`src/rtl/r4_frame_sequencer.sv`:
```
// r4_frame_sequencer
//   Frame controller for the radix-4 butterfly datapath. It collects four complex
//   samples, holds them on the butterfly inputs, and steps the butterfly control
//   word through the four output indices k=0..3. Each result is captured and
//   offered on an output stream that supports backpressure.
//
//   Handshake rule, both streams: a transfer happens on a rising CLK edge where
//   valid and ready are both high. A source holds valid and data stable until
//   that edge. s_ready and m_valid depend only on the registered state, so
//   neither has a combinational path from the inputs.
//
// Ports
//   CLK, RST             clock (rising edge), asynchronous active-low reset
//   abort                synchronous discard of the partial or in-flight frame
//   s_valid/s_ready      input sample stream; s_re/s_im are the sample parts
//   bf_xr/bf_xi          held sample parts {x3,x2,x1,x0}, slot n at [n*W +: W]
//   bf_c1/bf_c2/bf_c3    registered butterfly control word
//   bf_xro/bf_xio        butterfly result for the current control word
//   m_valid/m_ready      result stream; m_re/m_im are the result, m_idx is k
//   busy                 low only when idle (LOAD with no sample buffered)
//   frame_cnt            completed frames, wraps 255 -> 0
//   dbg_state            current FSM state (LOAD=0, ISSUE=1, WAIT=2, OUT=3)
module r4_frame_sequencer #(
    parameter int         W   = 4,
    parameter int         LAT = 2,
    parameter logic [2:0] CW0 = 3'b011,
    parameter logic [2:0] CW1 = 3'b110,
    parameter logic [2:0] CW2 = 3'b000,
    parameter logic [2:0] CW3 = 3'b101
) (
    input  logic           CLK,
    input  logic           RST,
    input  logic           abort,
    input  logic           s_valid,
    output logic           s_ready,
    input  logic [W-1:0]   s_re,
    input  logic [W-1:0]   s_im,
    output logic [4*W-1:0] bf_xr,
    output logic [4*W-1:0] bf_xi,
    output logic           bf_c1,
    output logic           bf_c2,
    output logic           bf_c3,
    input  logic [W-1:0]   bf_xro,
    input  logic [W-1:0]   bf_xio,
    output logic           m_valid,
    input  logic           m_ready,
    output logic [W-1:0]   m_re,
    output logic [W-1:0]   m_im,
    output logic [1:0]     m_idx,
    output logic           busy,
    output logic [7:0]     frame_cnt,
    output logic [1:0]     dbg_state
);

    localparam int CNT_W = $clog2(LAT + 1);

    typedef enum logic [1:0] {
        ST_LOAD  = 2'd0,
        ST_ISSUE = 2'd1,
        ST_WAIT  = 2'd2,
        ST_OUT   = 2'd3
    } state_t;

    state_t           state;
    state_t           state_nxt;
    logic [1:0]       ld_cnt;
    logic [1:0]       k;
    logic [CNT_W-1:0] wait_cnt;
    logic [2:0]       cw_sel;
    logic             wait_last;
    logic             m_fire;

    assign wait_last = (wait_cnt == CNT_W'(1));
    assign m_fire    = (state == ST_OUT) && m_ready;

    always_comb begin
        cw_sel = CW0;
        case (k)
            2'd0:    cw_sel = CW0;
            2'd1:    cw_sel = CW1;
            2'd2:    cw_sel = CW2;
            default: cw_sel = CW3;
        endcase
    end

    // State register
    always_ff @(posedge CLK or negedge RST) begin
        if (!RST) begin
            state <= ST_LOAD;
        end else begin
            state <= state_nxt;
        end
    end

    // Next-state logic; abort overrides every transition
    always_comb begin
        state_nxt = state;
        case (state)
            ST_LOAD:  if (s_valid && ld_cnt == 2'd3) state_nxt = ST_ISSUE;
            ST_ISSUE: state_nxt = ST_WAIT;
            ST_WAIT:  if (wait_last) state_nxt = ST_OUT;
            ST_OUT:   if (m_ready) state_nxt = (k == 2'd3) ? ST_LOAD : ST_ISSUE;
            default:  state_nxt = ST_LOAD;
        endcase
        if (abort) state_nxt = ST_LOAD;
    end

    // Outputs decoded from the registered state
    always_comb begin
        s_ready   = (state == ST_LOAD);
        m_valid   = (state == ST_OUT);
        busy      = !((state == ST_LOAD) && (ld_cnt == 2'd0));
        dbg_state = state;
    end

    // Datapath and counters
    always_ff @(posedge CLK or negedge RST) begin
        if (!RST) begin
            ld_cnt    <= 2'd0;
            k         <= 2'd0;
            wait_cnt  <= '0;
            bf_xr     <= '0;
            bf_xi     <= '0;
            bf_c1     <= 1'b0;
            bf_c2     <= 1'b0;
            bf_c3     <= 1'b0;
            m_re      <= '0;
            m_im      <= '0;
            m_idx     <= 2'd0;
            frame_cnt <= 8'd0;
        end else if (abort) begin
            // Sample buffer, captured result and frame count are kept as they are;
            // a beat accepted in this cycle is not written.
            ld_cnt <= 2'd0;
            k      <= 2'd0;
        end else begin
            case (state)
                ST_LOAD: begin
                    if (s_valid) begin
                        for (int n = 0; n < 4; n++) begin
                            if (ld_cnt == 2'(n)) begin
                                bf_xr[n*W +: W] <= s_re;
                                bf_xi[n*W +: W] <= s_im;
                            end
                        end
                        ld_cnt <= ld_cnt + 2'd1;
                        if (ld_cnt == 2'd3) k <= 2'd0;
                    end
                end
                ST_ISSUE: begin
                    {bf_c1, bf_c2, bf_c3} <= cw_sel;
                    wait_cnt              <= CNT_W'(LAT);
                end
                ST_WAIT: begin
                    wait_cnt <= wait_cnt - CNT_W'(1);
                    // Butterfly output has settled by the last wait cycle
                    if (wait_last) begin
                        m_re  <= bf_xro;
                        m_im  <= bf_xio;
                        m_idx <= k;
                    end
                end
                ST_OUT: begin
                    if (m_fire) begin
                        if (k == 2'd3) begin
                            frame_cnt <= frame_cnt + 8'd1;
                            k         <= 2'd0;
                        end else begin
                            k <= k + 2'd1;
                        end
                    end
                end
                default: ;
            endcase
        end
    end

endmodule

```
`config.mk`:
```
export PLATFORM = sky130hd
export DESIGN_NAME = r4_frame_sequencer
export DESIGN_NICKNAME = d
export VERILOG_FILES = /design/src/rtl/r4_frame_sequencer.sv
export SDC_FILE = /design/constraint.sdc
export NUM_CORES = 1
export LEC_CHECK = 0
export BUFFER_PORTS_ARGS = -buffer_cell sky130_fd_sc_hd__buf_4
export CORE_ASPECT_RATIO = 1.25
export CORE_MARGIN = 1.5
export CORE_UTILIZATION = 53
export CTS_BUF_LIST = sky130_fd_sc_hd__clkbuf_4 sky130_fd_sc_hd__clkbuf_8
export DETAILED_ROUTE_END_ITERATION = 10
export GPL_TIMING_DRIVEN = 0
export HOLD_SLACK_MARGIN = 0.03
export PLACE_DENSITY = 0.81
export REMOVE_ABC_BUFFERS = 1
export SLEW_MARGIN = 20
export SYNTH_ARGS = -nofsm -noshare
export SYNTH_HDL_FRONTEND = slang
export SYNTH_SLANG_ARGS = --single-unit
```
`constraint.sdc`:
```
create_clock -name CLK -period 1.86 [get_ports CLK]
set_input_delay 0.186 -clock CLK [delete_from_list [all_inputs] [get_ports CLK]]
set_output_delay 0.186 -clock CLK [all_outputs]
set_load 0.02 [all_outputs]
```
After elaboration in Yosys (flattened, before gate mapping)
Cells that the tools add are included.
{ "op_classes": {"add_sub_neg": 4, "multipliers": 0, "n_div": 0, "order_cmp": 0, "eq_ne": 16, "n_shift": 0, "muxes": 17, "bitwise_logic": 1, "n_reduce_logical": 22} }
{ "ops": {"columns": ["op", "count"], "rows": [
  ["2-bit two-way mux", 12],
  ["4-bit AND reduction", 6],
  ["2-bit == test, second input constant", 6],
  ["3-bit by 2-bit inequality test with 1-bit output, second input constant", 4],
  ["3-bit case mux with 3 select lines", 1],
  ["8-bit by 1-bit adder with 8-bit output, second input constant", 1],
  ["2-bit by 1-bit == test with 1-bit output, second input constant", 4],
  ["2-bit case mux with 2 select lines", 2],
  ["2-bit case mux with 4 select lines", 1],
  ["2-bit logical NOT", 3],
  ["3-bit inequality test, second input constant", 2],
  ["2-bit AND reduction", 3],
  ["3-bit AND reduction", 2],
  ["2-bit nonzero test", 3],
  ["2-bit by 1-bit adder with 2-bit output, second input constant", 2],
  ["1-bit logical AND", 3],
  ["3-bit nonzero test", 1],
  ["2-bit by 1-bit subtractor with 2-bit output, second input constant", 1],
  ["1-bit logical NOT", 1],
  ["1-bit two-way mux", 1],
  ["1-bit NOT", 1]
]} }
{ "totals": {"register_bits": 61, "latch_bits": 0, "mem_bits_rw": 0, "romBits": 0, "in_bits": 21, "out_inout_bits": 58, "word_cells": 79, "n_memories": 0} }

Depth between registers and ports, before layout
Gate-level depths: netlist (run 1).
{ "logic_depth": {"ltp_word": 5, "ltp_mapped": 6, "ltp_nobuf": 5} }

Worst setup path before layout (run 1)
No wires, ideal clock.
{ "synth_path": {"path_type": "register to register", "start": "register state[0] (netlist: dbg_state[0])", "end": "register bf_xi[4]", "setup_time_ns": 0.125, "arrival_ns": 1.756, "required_ns": 1.735, "setup_slack_ns": -0.021, "stages_incl_launch_ff": 7, "path_buffers": 1, "period_less_slack_ns": 1.881, "cell_sequence": "dfrtp_1 inv_1 ha_1 and3b_1 clkbuf_1 nand2_1 mux2_2"} }
{ "synth_via": {"elab_chain_len": 2} }
{ "synth_lines": {"columns": ["item", "line_no", "rtl"], "rows": [
  ["from (decl)", "64", "state_t state;"],
  ["from (signal assigned)", "91", "state <= state_nxt;"],
  ["2-bit logical NOT", "137", "case (state)"],
  ["4-bit AND reduction (no line)", null, null],
  ["to (signal, indexed assignment)", "143", "bf_xi[n*W +: W] <= s_im;"],
  ["to (decl)", "39", "output logic [4*W-1:0] bf_xi,"]
]} }
No other way between the ends.
A chain may end at the register's enable or synchronous reset.

Worst setup path after layout (run 1)
{ "layout_path": {"start": "register state[0] (netlist: dbg_state[0])", "end": "register bf_xr[10]"} }
{ "layout_via": {"elab_chain_len": 2} }
{ "layout_lines": {"columns": ["item", "line_no", "rtl"], "rows": [
  ["2-bit logical NOT", "137", null],
  ["4-bit AND reduction (no line)", null, null],
  ["to (signal, indexed assignment)", "142", "bf_xr[n*W +: W] <= s_re;"],
  ["to (decl)", "38", "output logic [4*W-1:0] bf_xr,"]
]} }
No other way between the ends.

==> out/results.ini, run 1 <==
[clock_network]
cts_max_level = 3
clk_pin_slew_ns = 0.07
cts_tree = done
numClockSinks = 61
cts_buffer_depth = 2
cts_root_buf = clkbuf_8
cts_inserted_buffers = 9
insertion_delay_ns = 0.33

[timing]
rsz0062_at_grt = yes
hold_violations = 0
final_max_slew_viol_count = 0
setup_viol = 0
worst_pin_slew_ns = 0.728
fin_worst_skew_ns = 0.00749
finalWorstSetupSlack_ns = 0.0480
slew_headroom_pct = 51.5
fmax_ghz = 0.552
hold-worst-slack_ns = 0.0863
post-route-period-util_pct = 97.4
period_needed_ns = 1.81

[worst_setup_path]
crit_fanout = 8
r2r_slack_ns = 0.05
reg2reg_to = bf_xr[10]$_DFFE_PN0P_
cp.required_ns = 2.07
endpoint_kind = flip-flop
crit_type = flip-flop to flip-flop
reg2reg_depth = 5
worstPathArrival_ns = 2.02
r2r_start = dbg_state[0]$_DFFE_PN0P_
startpoint_type = flip-flop

[synthesis]
syn_inst = 202
synth_seq_cells = 61
syn-cell-area_um2 = 2690
synth_cell_types = 36
ys_seq_area_share_pct = 56.8
ys_top_cells_by_count = 61 x dfrtp_1, 22 x mux2_1, 19 x mux2_2
ys.flop_type = dfrtp_1
synth_enable_flop_cells = 0
ys_warn_count = 0
syn_area_per_cell_um2 = 13.3
async_reset_ff_share_pct = 100
synth_area_leaders = dfrtp_1 57%, mux2_1 9.2%, mux2_2 8.0%
synth_top_area_share_pct = 56.8
synth.most_common_cell = dfrtp_1
yosysTopAreaCell = dfrtp_1

[min_path]
hold_path_class = input pin to flip-flop
min_to = m_re[0]$_DFFE_PN0P_
hp-start = bf_xro[0]
hold_depth = 2

[final_layout]
fin_util_pct = 74.1
areaGrowthSynthToFinish_pct = 32.5
drive_above_1_share_pct = 42.0
diodes = 0
nets = 327
multi_input_area_um2 = 1120
seq_area_um2 = 1530
final_cell_area_um2 = 3560
nFillCells = 335

[routing]
ant_nets = 0
finalWirelength_um = 5100
first_iter_violations = 55
wire_per_inst_um = 14.4
vias = 1814
drc = 0
dr.pass1.iters = 4
via_per_inst = 5.11

[floorplan]
core_area_um2 = 4800
ios = 79
initial_core_util_pct = 55.9
num_rows = 28
die_w_um = 66.7
die_area_um2 = 5500
die_y_um = 82.6

[placed_design]
dpl_cell_area_um2 = 3330
pre_cts_ws_ns = -0.118
dpl.hpwl_um = 3770
port_buffers = 78
place_congestion = 0.809

[pwr]
peakVddDrop_uv = 612
p_per_area_nw_per_um2 = 1390
power.leakage_nw = 1.86

[grt]
antenna_found_initial = 0
met2_usage_pct = 33.6
grt_util_met3_pct = 6.64
grt_max_degree = 62
grt_use_total_pct = 19.4
busiest_layer = met2
grtUsageMet1_pct = 22.6
grt-ovfl-total = 0
grt_pass1_vias = 1701
grt_pass1_wl_um = 7800

[status]
outcome = completed

[flow_run]
max-cap-violations = 0

[power breakdown]
| group | leakage [nW] | switching [mW] | internal [mW] |
|---|---|---|---|
| clock | 0.100 | 0.528 | 0.625 |
| sequential | 0.797 | 0.222 | 1.72 |
| combinational | 0.958 | 0.994 | 0.865 |
| total | 1.86 | 1.74 | 3.21 |
[routing by layer]
layer  part of all wire (%)  vias up
li1                       -      878
met1                     41      868
met2                     52       64
met3                    6.4        4
met4                   0.76        0
met5                      0        -
[cells by family (layout without fill, tap and decap cells)]
| group | after synthesis | after routing | synth area share, % |
|---|---|---|---|
| adder cells (fa/ha/maj) | 16 | 16 | 7.46 |
| multiplexers | 42 | 42 | 17.6 |
| AO/OA/AOI/OAI | 18 | 18 | 4.33 |
| AND/OR/NAND/NOR | 45 | 45 | 9.32 |
| flip-flops | 61 | 61 | 56.8 |
| buffers and inverters | 12 | 105 | 1.86 |
| XOR/XNOR | 8 | 8 | 2.61 |
[state kept, by name, summed over array words and instances (netlist names)]
name,cells
bf_c1,1
bf_c2,1
bf_c3,1
bf_xi,16
bf_xr,16
dbg_state,2
frame_cnt,8
k,2
ld_cnt,2
m_idx,2
m_im,4
m_re,4
wait_cnt,2
[final cells by class]
type / count / area share [%]
flip-flops and latches: 61 / 42.9
multi-input cells: 129 / 31.5
repair buffers: 80 / 16.9
clock buffers: 9 / 3.48
well taps: 60 / 2.11
clock inverters: 7 / 2.07
inverters: 9 / 0.949
[worst max-delay path, stage by stage, from the launching register on]
cell,delay (ns)
dfrtp_1,0.44
inv_1,0.17
ha_2,0.25
and3b_2,0.27
nand2_2,0.19
mux2_1,0.37
[cell usage in the layout (no fill, tap or decap), drive strengths merged, types with 2 or more instances in the layout]
master  Yosys  routed
buf         2      79
dfrtp      61      61
mux2       41      41
ha         16      16
nand2      16      16
inv         9      11
clkbuf      1       9
nor2        6       6
xor2        6       6
o21ai       5       5
a21oi       5       5
nand2b      4       4
nand3       4       4
o31ai       3       3
clkinv      0       3
or4         2       2
nor3        2       2
xnor2       2       2
nor2b       2       2
[worst max-delay path by stage]
stage	depth (start not counted)	from	to	slack (ns)
after global placement	5	dbg_state[0]$_DFFE_PN0P_	bf_xr[9]$_DFFE_PN0P_	-0.06
after global routing	5	dbg_state[0]$_DFFE_PN0P_	bf_xi[9]$_DFFE_PN0P_	-0.02
after CTS	5	dbg_state[0]$_DFFE_PN0P_	bf_xr[10]$_DFFE_PN0P_	-0.14
final	5	dbg_state[0]$_DFFE_PN0P_	bf_xr[10]$_DFFE_PN0P_	0.05
after floorplan	5	dbg_state[0]$_DFFE_PN0P_	k[1]$_DFFE_PN0P_	0.04
after detailed placement	5	dbg_state[0]$_DFFE_PN0P_	bf_xi[6]$_DFFE_PN0P_	-0.12
[what timing repair did]
action,CTS,global route
resized for setup,0,6
hold endpoints to repair,61,0
pin swaps,0,1
buffers inserted,0,1
endpoints found under the setup margin,32,41
hold buffers,1,0
[stage by stage]
stage	power, mW	TNS [ns]	instances
2_1_floorplan	2.97	0	199
3_3_place_gp	3.75	-0.738	337
3_5_place_dp	3.83	-2.46	337
4_1_cts	4.99	-2.93	354
5_1_grt	5.22	-0.129	355
6_report	4.95	0	355
No activity file was read; power rests on OpenSTA's default activity.
==> inputs of run 2 (changes only) <==
- CTS_BUF_LIST: sky130_fd_sc_hd__clkbuf_4 sky130_fd_sc_hd__clkbuf_8 -> sky130_fd_sc_hd__clkbuf_2
==> out/results.ini, run 2 (synthesis results as in run 1) <==
[final_layout]
nets = 346
final_cell_area_um2 = 3670
diodes = 0
final_cell_mix = 80 x buf_4, 60 x dfrtp_1, 22 x mux2_1, 19 x mux2_2, 19 x dlygate4sd3_1
areaGrowthSynthToFinish_pct = 36.6
layout_commonest_cell = buf_4
drive_above_1_share_pct = 40.1
reg_top3 = bf_xi: 16 flops, bf_xr: 16 flops, frame_cnt: 8 flops

[grt]
grt_util_met3_pct = 3.66
grt_max_degree = 62
grt_pass1_vias = 1858
grt-ovfl-total = 0
antenna_found_initial = 0
grt_pass1_wl_um = 8350
grt_use_total_pct = 20.7
grtUsageMet1_pct = 23.5
busiest_layer = met2
met2_usage_pct = 37.2

[clock_network]
cts_max_level = 3
cts_buffer_depth = 2
cts_inserted_buffers = 9
cts_tree = done
clk_pin_slew_ns = 0.18
numClockSinks = 61
insertion_delay_ns = 0.47
cts_root_buf = clkbuf_2

[pwr]
power.share.sequential_pct = 41.1
cell_internal_pwr_mw = 2.94
clkPwrFrac_pct = 17.7
p_sw_mw = 1.75
p_per_area_nw_per_um2 = 1280
p_comb_share_pct = 41.2
swShare_pct = 37.4
peakVddDrop_uv = 635
power.leakage_nw = 1.91

[floorplan]
initial_core_util_pct = 55.9
die_w_um = 66.7
core_area_um2 = 4800
num_rows = 28
die_area_um2 = 5500
die_y_um = 82.6
ios = 79

[timing]
finalWorstSetupSlack_ns = 0.0405
worst_pin_slew_ns = 0.739
final_max_slew_viol_count = 0
setup_viol = 0
fmax_ghz = 0.550
fin_worst_skew_ns = 0.0174
post-route-period-util_pct = 97.8
rsz0062_at_grt = yes
slew_headroom_pct = 50.7
hold_violations = 0
period_needed_ns = 1.82
tns_ns = 0

[worst_setup_path]
slowest_stage = dfrtp_2
startpoint_type = flip-flop
worstPathArrival_ns = 2.19
crit_fanout = 8
crit_chain = inv_1, ha_2, and3b_2, nand2_2, mux2_1
endpoint_kind = flip-flop
cp_slowest_stage_delay_ns = 0.49
cp.required_ns = 2.23
crit_type = flip-flop to flip-flop

[flow_run]
max-cap-violations = 0

[placed_design]
pre_cts_ws_ns = -0.118
dpl.hpwl_um = 3770
dpl_cell_area_um2 = 3330
place_congestion = 0.809
port_buffers = 78

[routing]
via_per_inst = 5.12
dr.pass1.iters = 4
wire_per_inst_um = 14.6
finalWirelength_um = 5480
ant_nets = 0
first_iter_violations = 55
drc = 0
vias = 1916

[min_path]
hold_path_class = input pin to flip-flop

[status]
outcome = completed

## run 2: cell types whose count changed in the layout (fill, tap and decap cells not counted), sizes merged
| cell | delta |
|---|---|
| dlygate4sd3 | +18 |
| buf | +1 |
## run 2: timing repair
| item | CTS | global route |
|---|---|---|
| hold endpoints to repair | 107 | 0 |
| endpoints found under the setup margin | 32 | 24 |
| buffers inserted | 2 | 0 |
| hold buffers | 19 | 0 |
| resized for setup | 6 | 1 |
| cloned | 0 | 0 |
## run 2: cell type report
type,instances,area (µm²)
inverters,9,33.8
clock buffers,9,45.0
flip-flops and latches,61,1530
multi-input cells,129,1120
clock inverters,7,73.8
well taps,60,75.1
repair buffers,99,791
fillers,317,1130
## run 2: critical path: cells and delay by family (launching register included)
kind	cells	cell delay (ns)
flip-flops	1	0.49
adder cells (fa/ha/maj)	1	0.25
multiplexers	1	0.38
buffers and inverters	1	0.14
AND/OR/NAND/NOR	2	0.47
## run 2: final timing paths
path | slack (ns) | depth (start not counted) | from | end
max | 0.04 | 5 | dbg_state[1]$_DFFE_PN0P_ | bf_xr[10]$_DFFE_PN0P_
min | 0.06 | 3 | m_ready | frame_cnt[0]$_DFFE_PN0P_
max reg2reg | 0.04 | 5 | dbg_state[1]$_DFFE_PN0P_ | bf_xr[10]$_DFFE_PN0P_
min reg2reg | 0.49 | 1 | frame_cnt[7]$_DFFE_PN0P_ | frame_cnt[7]$_DFFE_PN0P_
max in group asynchronous | 1.06 | 2 | RST | dbg_state[1]$_DFFE_PN0P_
min in group asynchronous | 0.29 | 2 | RST | bf_xi[9]$_DFFE_PN0P_
## run 2: per-stage QoR
step           power, mW  utilization, %  hold slack (ns)  cells
2_1_floorplan       2.97               -           -0.110    199
3_3_place_gp        3.75            69.4            0.307    337
3_5_place_dp        3.83            69.4            0.300    337
4_1_cts             4.72            76.4           0.0455    374
5_1_grt             4.94            76.4           0.0803    374
6_report            4.69            76.4           0.0629    374
## run 2: per-layer routing
metal,up-vias,part of all wire (%)
met5,-,0
met4,0,1.6
met3,9,5.0
met2,60,53
met1,925,40
li1,922,-
## run 2: power by group through the flow
stage,Combinational [mW],Clock [mW],Sequential [mW]
2_1_floorplan,0.571,0,2.40
3_3_place_gp,1.81,0,1.95
3_5_place_dp,1.86,0,1.97
4_1_cts,1.94,0.849,1.93
5_1_grt,2.07,0.903,1.97
6_report,1.93,0.832,1.93
